### src/rtl/bcd_msg_serializer_if.sv
// Byte stream from the message serializer to the UART transmitter.
`timescale 1ns/1ps
interface bcd_msg_serializer_if;
    logic [7:0] out_byte;
    logic       out_valid;
    logic       out_ready;

    modport master (output out_byte, output out_valid, input out_ready);
    modport slave  (input out_byte, input out_valid, output out_ready);
endinterface

### src/rtl/bcd_msg_serializer.sv
// Formats NUM_CH signed fixed-point BCD readings as one ASCII line and streams
// it byte by byte over a valid/ready handshake.
`timescale 1ns/1ps
module bcd_msg_serializer #(
    parameter int INT_DIGITS    = 2,
    parameter int FRAC_DIGITS   = 1,
    parameter int NUM_CH        = 2,
    parameter int PERIOD_CYCLES = 100000000
) (
    input  logic                                           clk,
    input  logic                                           reset,
    input  logic [NUM_CH*4*(INT_DIGITS+FRAC_DIGITS)-1:0]   bcd_in,
    input  logic [NUM_CH-1:0]                              neg_in,
    input  logic                                           unit_f,
    input  logic                                           force_send,
    bcd_msg_serializer_if.master                           tx,
    output logic                                           busy,
    output logic                                           msg_done
);
    localparam int NDIG    = INT_DIGITS + FRAC_DIGITS;
    localparam int CH_W    = 4 * NDIG;
    localparam int BCD_W   = NUM_CH * CH_W;
    localparam int DOT_N   = (FRAC_DIGITS > 0) ? 1 : 0;
    localparam int UNIT_SP = 5 + NDIG + DOT_N;
    // Each channel also owns its two trailing bytes: ", " or CR LF.
    localparam int FLD_N   = UNIT_SP + 4;
    localparam int FLD_W   = $clog2(FLD_N);
    localparam int CH_IW   = (NUM_CH > 1) ? $clog2(NUM_CH) : 1;
    localparam int TMR_W   = (PERIOD_CYCLES > 0) ? $clog2(PERIOD_CYCLES + 1) : 1;

    localparam logic [FLD_W-1:0] FLD_LAST = FLD_W'(FLD_N - 1);
    localparam logic [CH_IW-1:0] CH_LAST  = CH_IW'(NUM_CH - 1);
    localparam logic [TMR_W-1:0] PER_LAST = (PERIOD_CYCLES > 0) ? TMR_W'(PERIOD_CYCLES - 1) : '0;

    typedef enum logic [1:0] {S_IDLE, S_LOAD, S_SEND, S_DONE} state_t;

    state_t             state_q, state_d;
    logic [CH_IW-1:0]   ch_q, ch_d;
    logic [FLD_W-1:0]   fld_q, fld_d;
    logic [BCD_W-1:0]   snap_bcd_q;
    logic [NUM_CH-1:0]  snap_neg_q;
    logic               snap_unit_q;
    logic               start_pend_q, start_pend_d;
    logic               force_pend_q, force_pend_d;
    logic               per_pend_q, per_pend_d;
    logic [TMR_W-1:0]   timer_q, timer_d;
    logic               per_hit;
    logic               trigger;
    logic [7:0]         byte_c;

    function automatic logic [7:0] digit_char(input logic [CH_W-1:0] v, input int d);
        logic [3:0] nib;
        nib = 4'(v >> (4 * (NDIG - 1 - d)));
        return (nib > 4'd9) ? 8'h3F : {4'h3, nib};
    endfunction

    assign per_hit = (PERIOD_CYCLES > 0) && (timer_q == PER_LAST);

    // The snapshot doubles as the last-sent copy used for on-change detection.
    always_comb begin
        // NOTE: every combinational output gets a default first so no path can infer a latch.
        state_d  = state_q;
        ch_d     = ch_q;
        fld_d    = fld_q;
        msg_done = 1'b0;
        trigger  = start_pend_q | force_pend_q | per_pend_q | per_hit
                 | ({bcd_in, neg_in, unit_f} != {snap_bcd_q, snap_neg_q, snap_unit_q});
        case (state_q)
            S_IDLE: if (trigger) state_d = S_LOAD;
            S_LOAD: begin
                state_d = S_SEND;
                ch_d    = '0;
                fld_d   = '0;
            end
            S_SEND: if (tx.out_ready) begin
                if (fld_q == FLD_LAST) begin
                    fld_d = '0;
                    if (ch_q == CH_LAST) state_d = S_DONE;
                    else                 ch_d    = ch_q + 1'b1;
                end else begin
                    fld_d = fld_q + 1'b1;
                end
            end
            S_DONE: begin
                msg_done = 1'b1;
                state_d  = S_IDLE;
            end
            default: state_d = S_IDLE;
        endcase
    end

    // A force pulse coinciding with LOAD survives to request the following message.
    always_comb begin
        start_pend_d = start_pend_q & (state_q != S_LOAD);
        force_pend_d = force_send | (force_pend_q & (state_q != S_LOAD));
        per_pend_d   = (per_pend_q | per_hit) & (state_q != S_LOAD);
        if (state_d == S_LOAD)   timer_d = '0;
        else if (timer_q == '1)  timer_d = timer_q;
        else                     timer_d = timer_q + 1'b1;
    end

    always_comb begin
        logic [CH_W-1:0] ch_bcd;
        int              fld;
        ch_bcd = snap_bcd_q[int'(ch_q)*CH_W +: CH_W];
        fld    = int'(fld_q);
        byte_c = 8'h20;
        if      (fld == 0)                        byte_c = 8'h54;
        else if (fld == 1)                        byte_c = {4'h3, 4'(ch_q)};
        else if (fld == 2)                        byte_c = 8'h3A;
        else if (fld == 3)                        byte_c = 8'h20;
        else if (fld == 4)                        byte_c = snap_neg_q[ch_q] ? 8'h2D : 8'h2B;
        else if (fld < 5 + INT_DIGITS)            byte_c = digit_char(ch_bcd, fld - 5);
        else if (DOT_N == 1 && fld == 5 + INT_DIGITS) byte_c = 8'h2E;
        else if (fld < UNIT_SP)                   byte_c = digit_char(ch_bcd, fld - 5 - DOT_N);
        else if (fld == UNIT_SP)                  byte_c = 8'h20;
        else if (fld == UNIT_SP + 1)              byte_c = snap_unit_q ? 8'h46 : 8'h43;
        else if (fld == UNIT_SP + 2)              byte_c = (ch_q == CH_LAST) ? 8'h0D : 8'h2C;
        else                                      byte_c = (ch_q == CH_LAST) ? 8'h0A : 8'h20;
    end

    assign tx.out_valid = (state_q == S_SEND);
    assign tx.out_byte  = (state_q == S_SEND) ? byte_c : 8'h00;
    assign busy         = (state_q == S_LOAD) || (state_q == S_SEND);

    // NOTE: non-blocking assignments so every register samples pre-edge values.
    always_ff @(posedge clk or posedge reset) begin
        if (reset) begin
            state_q      <= S_IDLE;
            ch_q         <= '0;
            fld_q        <= '0;
            // NOTE: the snapshot is reset because IDLE compares it against live inputs.
            snap_bcd_q   <= '0;
            snap_neg_q   <= '0;
            snap_unit_q  <= 1'b0;
            start_pend_q <= 1'b1;
            force_pend_q <= 1'b0;
            per_pend_q   <= 1'b0;
            timer_q      <= '0;
        end else begin
            state_q      <= state_d;
            ch_q         <= ch_d;
            fld_q        <= fld_d;
            start_pend_q <= start_pend_d;
            force_pend_q <= force_pend_d;
            per_pend_q   <= per_pend_d;
            timer_q      <= timer_d;
            if (state_q == S_LOAD) begin
                snap_bcd_q  <= bcd_in;
                snap_neg_q  <= neg_in;
                snap_unit_q <= unit_f;
            end
        end
    end
endmodule

### src/flat_wrapper.sv
// flat-port wrapper written by rule: the top's interface ports become plain ports
module bcd_msg_serializer_flat 
#(
    parameter int INT_DIGITS    = 2,
    parameter int FRAC_DIGITS   = 1,
    parameter int NUM_CH        = 2,
    parameter int PERIOD_CYCLES = 100000000
)
  (clk, reset, bcd_in, neg_in, unit_f, force_send, busy, msg_done, tx_out_byte, tx_out_valid, tx_out_ready);
  bcd_msg_serializer_if tx_i ();
  input  logic clk;
  input  logic reset;
  input  logic [NUM_CH*4*(INT_DIGITS+FRAC_DIGITS)-1:0] bcd_in;
  input  logic [NUM_CH-1:0] neg_in;
  input  logic unit_f;
  input  logic force_send;
  output logic busy;
  output logic msg_done;
  output wire logic [$bits(tx_i.out_byte)-1:0] tx_out_byte;
  output wire logic [$bits(tx_i.out_valid)-1:0] tx_out_valid;
  input wire logic [$bits(tx_i.out_ready)-1:0] tx_out_ready;
  assign tx_out_byte = tx_i.out_byte;
  assign tx_out_valid = tx_i.out_valid;
  assign tx_i.out_ready = tx_out_ready;
  bcd_msg_serializer #(.INT_DIGITS(INT_DIGITS), .FRAC_DIGITS(FRAC_DIGITS), .NUM_CH(NUM_CH), .PERIOD_CYCLES(PERIOD_CYCLES)) u_core (.clk(clk), .reset(reset), .bcd_in(bcd_in), .neg_in(neg_in), .unit_f(unit_f), .force_send(force_send), .tx(tx_i), .busy(busy), .msg_done(msg_done));
endmodule
### config.mk
export PLATFORM = sky130hd
export DESIGN_NAME = bcd_msg_serializer_flat
export DESIGN_NICKNAME = d
export VERILOG_FILES = /design/src/rtl/bcd_msg_serializer_if.sv /design/src/rtl/bcd_msg_serializer.sv /design/src/flat_wrapper.sv
export SDC_FILE = /design/constraint.sdc
export NUM_CORES = 1
export LEC_CHECK = 0
export CORE_UTILIZATION = 46
export CTS_BUF_LIST = sky130_fd_sc_hd__clkbuf_4
export DETAILED_ROUTE_END_ITERATION = 12
export PLACE_DENSITY = 0.74
export SYNTH_ARGS = -nofsm -noshare
export SYNTH_HDL_FRONTEND = slang
export SYNTH_SLANG_ARGS = --single-unit
### constraint.sdc
create_clock -name clk -period 4.9 [get_ports clk]
set_clock_uncertainty 0.2 [all_clocks]
set_input_delay 0.735 -clock clk [delete_from_list [all_inputs] [get_ports clk]]
set_output_delay 0.735 -clock clk [all_outputs]
set_load 0.1 [all_outputs]
Word-level counts from Yosys, hierarchy flattened
Index checks and enable logic that the tools add are counted.
{"block": "op_classes", "addsub": 7, "mul": 1, "n_lt_le_gt_ge": 5, "n_eq_ne": 20, "shifts": 3, "n_mux": 35, "n_bitwise": 9, "reduce_logical": 6}
{"op": "2-to-1 mux 8 bit", "count": 12}
{"op": "right shift 12 x 32 -> 4 bit", "count": 2}
{"op": "subtractor 3 x 30 -> 30 bit, first input constant", "count": 2}
{"op": "== test 27 bit, second input constant", "count": 2}
{"op": "2-to-1 mux 27 bit", "count": 2}
{"op": "variable part select 24 x 32 -> 12 bit", "count": 1}
{"op": "subtractor 30 x 2 -> 30 bit, second input constant", "count": 1}
{"op": "adder 27 x 1 -> 27 bit, second input constant", "count": 1}
{"op": "!= test 27 bit", "count": 1}
{"op": "== test 4 bit, second input constant", "count": 6}
{"op": "2-to-1 mux 4 bit", "count": 4}
{"op": "2-to-1 mux 6 bit", "count": 2}
{"op": "== test 4 x 3 -> 1 bit, second input constant", "count": 2}
{"op": "greater-than comparator 4 bit, second input constant", "count": 2}
{"op": "2-to-1 mux 2 bit", "count": 4}
{"op": "!= test 2 x 1 -> 1 bit, second input constant", "count": 4}
{"op": "case mux 2 bit (4 select lines)", "count": 1}
{"op": "case mux 4 bit (2 select lines)", "count": 1}
{"op": "2-to-1 mux 1 bit", "count": 6}
{"op": "2-to-1 mux 3 bit", "count": 2}
{"op": "bitwise OR 1 bit", "count": 6}
{"op": "subtractor 4 x 3 -> 5 bit, second input constant", "count": 1}
{"op": "adder 4 x 1 -> 4 bit, second input constant", "count": 1}
{"op": "== test 2 x 1 -> 1 bit, second input constant", "count": 2}
{"op": "15 further kinds", "count": 18}
{"block": "word_totals", "register_bits": 64, "input_bits": 31, "out_inout_bits": 11, "word_cells": 96}

Depth between registers and ports, before layout
{"block": "depth", "depth_word": 15, "depth_mapped": 15, "depth_no_buf": 14}

Least setup slack after synthesis
No wires, ideal clock.
{"block": "synth_timing", "path_kind": "flip-flop to output port", "start": "reg u_core.fld_q[0]", "end": "out tx_out_byte[1]", "arrival_ns": 4.275, "required_ns": 3.965, "slack_ns": -0.310, "path_stages_with_launch": 15, "n_path_buf": 0, "path_cell_list": "dfrtp_1 -> clkinv_1 -> ha_1 -> inv_1 -> a21oi_1 -> inv_1 -> nand3_1 -> o21bai_1 -> ha_1 -> or4bb_1 -> nor3_1 -> nand2b_1 -> mux2i_1 -> nand2_1 -> a211oi_2"}
{"block": "synth_between", "elab_chain_len": 15, "word_cells_on_any_way": 33, "classes_between": "4 x add/sub; 4 x order compare; 8 x eq/ne; 2 x shift; 14 x mux; 1 x reduce/logical"}
{"item": "start: declaration", "line_no": "bcd_msg_serializer.sv:39", "rtl": "logic [FLD_W-1:0] fld_q, fld_d;"}
{"item": "start signal: assignment", "line_no": "bcd_msg_serializer.sv:143", "rtl": "fld_q <= fld_d;"}
{"item": "subtractor 4 x 3 -> 5 bit", "line_no": "bcd_msg_serializer.sv:113, bcd_msg_serializer.sv:115"}
{"item": "subtractor 30 x 2 -> 30 bit", "line_no": "bcd_msg_serializer.sv:115", "rtl": "else if (fld < UNIT_SP) byte_c = digit_char(ch_bcd, fld - 5 - DOT_N);"}
{"item": "subtractor 3 x 30 -> 30 bit", "line_no": "bcd_msg_serializer.sv:53", "rtl": "nib = 4'(v >> (4 * (NDIG - 1 - d)));"}
{"item": "right shift 12 x 32 -> 4 bit", "line_no": "bcd_msg_serializer.sv:53"}
{"item": "greater-than comparator 4 bit", "line_no": "bcd_msg_serializer.sv:54", "rtl": "return (nib > 4'd9) ? 8'h3F : {4'h3, nib};"}
{"item": "2-to-1 mux 4 bit", "line_no": "bcd_msg_serializer.sv:54"}
{"item": "2-to-1 mux 8 bit", "line_no": "bcd_msg_serializer.sv:115"}
{"item": "2-to-1 mux 8 bit", "line_no": "bcd_msg_serializer.sv:114", "rtl": "else if (DOT_N == 1 && fld == 5 + INT_DIGITS) byte_c = 8'h2E;"}
{"item": "2-to-1 mux 8 bit", "line_no": "bcd_msg_serializer.sv:113", "rtl": "else if (fld < 5 + INT_DIGITS) byte_c = digit_char(ch_bcd, fld - 5);"}
{"item": "2-to-1 mux 8 bit", "line_no": "bcd_msg_serializer.sv:112", "rtl": "else if (fld == 4) byte_c = snap_neg_q[ch_q] ? 8'h2D : 8'h2B;"}
{"item": "2-to-1 mux 8 bit", "line_no": "bcd_msg_serializer.sv:111", "rtl": "else if (fld == 3) byte_c = 8'h20;"}
{"item": "2-to-1 mux 8 bit", "line_no": "bcd_msg_serializer.sv:110", "rtl": "else if (fld == 2) byte_c = 8'h3A;"}
{"item": "2-to-1 mux 8 bit", "line_no": "bcd_msg_serializer.sv:109", "rtl": "else if (fld == 1) byte_c = {4'h3, 4'(ch_q)};"}
{"item": "2-to-1 mux 8 bit *", "line_no": "bcd_msg_serializer.sv:108", "rtl": "if (fld == 0) byte_c = 8'h54;"}
{"item": "2-to-1 mux 8 bit *", "line_no": "bcd_msg_serializer.sv:123", "rtl": "assign tx.out_byte = (state_q == S_SEND) ? byte_c : 8'h00;"}
{"item": "end: declaration", "line_no": "flat_wrapper.sv:19", "rtl": "output wire logic [$bits(tx_i.out_byte)-1:0] tx_out_byte;"}
Every way passes the cells marked *; elsewhere a longest branch is shown, timed or not.

Final worst setup path
Ends and elaborated chain as after synthesis.

==> flow_summary.toml <==
[final_layout]
drive_gt1_share_pct = 18.7
instances_no_fill = 622
final_net_count = 537
fillers = 841
area_growth_syn_to_layout_pct = 15.9
postLayoutCoreUtil_pct = 54.8
n_antenna_cell = 0

[worst_setup_path]
data_arrival_time_at_the_worst_slack_endpoint_ps = 3690
crit_fanout = 16
worstReg2RegStart = "u_core.fld_q[1]$_DFFE_PP0P_"
reg2reg_setup_slack_ps = 2470
cell_count_of_the_worst_reg_to_reg_path = 9
setup.worst_path.start_class = "flip-flop"
setup_crit_end_kind = "primary output"
data_required_time_of_the_worst_path_ps = 3960
crit_type = "flip-flop to primary output"
regToRegEndpoint = "u_core.timer_q[10]$_DFFE_PP0P_"

[route]
route.detailed.drc = 0
detail_route.wl_per_cell_um = 15.0
drt-pass1-iter-count = 4
ratio_of_routed_vias_to_standard_cells = 5.48
first_iter_violations = 165
route.vias.total = 3411
drtAntennaViolNets = 0
routed_wl_mm = 9.31

[yosys]
synthMuxAreaShare_pct = 11.5
syn_nets = 498
synth_warnings = 0
synthDominantCellAreaShare_pct = 36.1
async_reset_ff_share_pct = 100
dominantRegCellSynth = "sky130_fd_sc_hd__dfrtp_1"
synth_seq_cells = 64
synth.cells.most_frequent = "sky130_fd_sc_hd__dfrtp_1 (63), sky130_fd_sc_hd__nor2_1 (46), sky130_fd_sc_hd__mux2_2 (32)"
postSynthAreaPerCell_um2 = 9.73
yosysMostFrequentCell = "sky130_fd_sc_hd__dfrtp_1"
post_synthesis_compound_gate_area_fraction_pct = 12.1
post_synth_num_cell_types = 67
synth-edff-count = 0
netlist_area_um2 = 4370
adder_and_majority_gate_portion_of_the_synthesized_area_pct = 5.15
cell_types_with_the_largest_area_share_after_synthesis = "sky130_fd_sc_hd__dfrtp_1 (36%), sky130_fd_sc_hd__mux2_2 (8.2%), sky130_fd_sc_hd__xnor2_1 (5.2%)"
area_share_of_and_or_nand_nor_cells_after_synthesis_pct = 19.9
post_synth_xor_area_fraction_pct = 10.4
synth.largest_area_cell = "sky130_fd_sc_hd__dfrtp_1"
netlist_instances = 449
combinational_family_with_the_most_area_after_synthesis = "simple AND/OR/NAND/NOR gates"
ys_seq_area_share_pct = 36.7

[clock_network]
cts_inserted_buffers = 9
ctsHtreeMaxLevel = 3
cts_hold_buf = 0
path_clk_slew_ps = 120
cts-root-to-sink-buffers = 2
clock_sinks = 64
cts_tree = "yes"
clock_latency_ps = 410
clock_tree.root_cell = "sky130_fd_sc_hd__clkbuf_4"

[worst_hold_path]
timing.hold.worst.start = "u_core.start_pend_q$_DFF_PP1_"
min_path_cells = 1
hold_crit_class = "flip-flop to flip-flop"
whs_endpoint = "u_core.start_pend_q$_DFF_PP1_"

[power]
leakagePower_uw = 0.00202
power.total_uw = 2330
vdd.ir_drop.worst_v = 0.000248
ratio_of_total_power_to_cell_area_nw_per_um2 = 459

[sta]
final_max_slew_viol_count = 0
worst-slew-pin-transition_ps = 998
max_freq_mhz = 216
timing.max_slew.rel_slack_pct = 33.3
timing.final.crit_share_pct = 94.3
totalNegativeSetupSlack_ps = 0
final_critical_path_setup_slack_ps = 278
report.final.hold_viol_count = 0
setup_viol_count_final = 0
layout_min_cycle_time_ps = 4620

[global_routing]
grt_start_max_net_pins = 36
antenna_found_initial = 0
vias_in_the_first_global_route = 3354
globalRouteOverflowTotal = 0
gr-usage-all-layers_pct = 20.1
grt_first_pass_wirelength_mm = 15.7

[floorplanning]
design.die.area_um2 = 9890
floorplan.initialDensity_pct = 47.3
io-pin-count = 42
coreArea_um2 = 9240
die_h_um = 99.5
die_span_x_um = 99.5
number_of_placement_rows = 35

[run_status]
run_status = "complete, no violations"

[placement]
hpwl_mm = 7.04
place_congestion = 0.902
preCtsSetupSlack_ps = 267
placed_cells_incl_taps = 603
numPortBuffers = 40

[run]
drv_cap = 0
power breakdown:
group	internal [µW]	leakage (µW)	switching, µW
combinational	513	0.00115	685
clock	109	0.0000614	209
sequential	672	0.000818	138
final cells by class:
class                   count  area, µm²  area share (%)
flip-flops and latches     64       1600            31.7
clock buffers               9       67.6            1.33
well taps                 129        161            3.19
multi-input cells         348       2600            51.4
repair buffers             52        527            10.4
inverters                  13       48.8           0.963
clock inverters             7       53.8            1.06
sequential cells by signal (all words and copies together), names as in the netlist:
name                 count
u_core.per_pend_q        1
u_core.snap_neg_q        2
u_core.snap_bcd_q       24
u_core.snap_unit_q       1
u_core.state_q           2
u_core.fld_q             4
u_core.timer_q          27
u_core.start_pend_q      1
u_core.ch_q              1
u_core.force_pend_q      1
per-layer routing:
layer	track usage, %	vias up	routed length (µm)
met3	3.94	8	207
met4	6.22	0	100
met5	0	-	0
li1	-	1689	-
met1	26.8	1659	4400
met2	33.2	55	4600
stage by stage:
step	hold slack (ps)	area (µm²)
floorplan	254	4380
global placement	274	4910
detailed placement	275	4910
CTS	295	5030
global route	308	5070
finish	295	5070
placed cells by master (no fill, tap or decap), drive strengths merged, types with 19 or more instances in the layout:
cell / netlist / final
o21ai: 21 / 21
buf: 15 / 19
mux2: 32 / 32
nand3: 23 / 23
xnor2: 26 / 26
nor2: 46 / 46
nand2: 25 / 25
dfrtp: 63 / 63
xor2: 26 / 26
clkdlybuf4s50: 0 / 33
worst max-delay path by stage:
stage	start	to	slack, ps
floorplan	u_core.fld_q[0]$_DFFE_PP0P_	tx_out_byte[0]	40
global placement	u_core.fld_q[1]$_DFFE_PP0P_	tx_out_byte[1]	530
detailed placement	u_core.fld_q[1]$_DFFE_PP0P_	tx_out_byte[1]	270
CTS	u_core.fld_q[1]$_DFFE_PP0P_	tx_out_byte[1]	10
global route	u_core.fld_q[1]$_DFFE_PP0P_	tx_out_byte[1]	-0.4
finish	u_core.fld_q[0]$_DFFE_PP0P_	tx_out_byte[1]	280
critical path: stages, from the launching register on:
cell and delay [ps]:
sky130_fd_sc_hd__dfrtp_1 400, sky130_fd_sc_hd__buf_4 200, sky130_fd_sc_hd__o21ai_0 250, sky130_fd_sc_hd__xor2_1 110, sky130_fd_sc_hd__inv_1 90, sky130_fd_sc_hd__ha_2 200, sky130_fd_sc_hd__ha_1 140, sky130_fd_sc_hd__nand2_1 60
sky130_fd_sc_hd__ha_1 180, sky130_fd_sc_hd__or4b_1 530, sky130_fd_sc_hd__nor3_2 250, sky130_fd_sc_hd__nand2b_1 100, sky130_fd_sc_hd__mux2i_2 200, sky130_fd_sc_hd__nand2_1 120, sky130_fd_sc_hd__a211oi_4 250, sky130_fd_sc_hd__buf_12 210
repair_timing:
item / 4_1_cts / 5_1_grt
endpoints found under the setup margin: 3 / 4
setup buffers: 0 / 3
pin swaps: 0 / 3
gates resized for setup: 2 / 5
cells by family (layout without fill, tap and decap cells):
| kind of cell | Yosys count | after routing |
|---|---|---|
| xor gates and xnor gates | 52 | 52 |
| muxes | 41 | 41 |
| adders and majority gates | 18 | 18 |
| and+or+nand+nor | 159 | 159 |
| buffers and inverters | 37 | 81 |
| DFF | 64 | 64 |
| other | 1 | 1 |
| AOI/OAI and AO/OA | 77 | 77 |
Power figures use the tool's default switching activity.
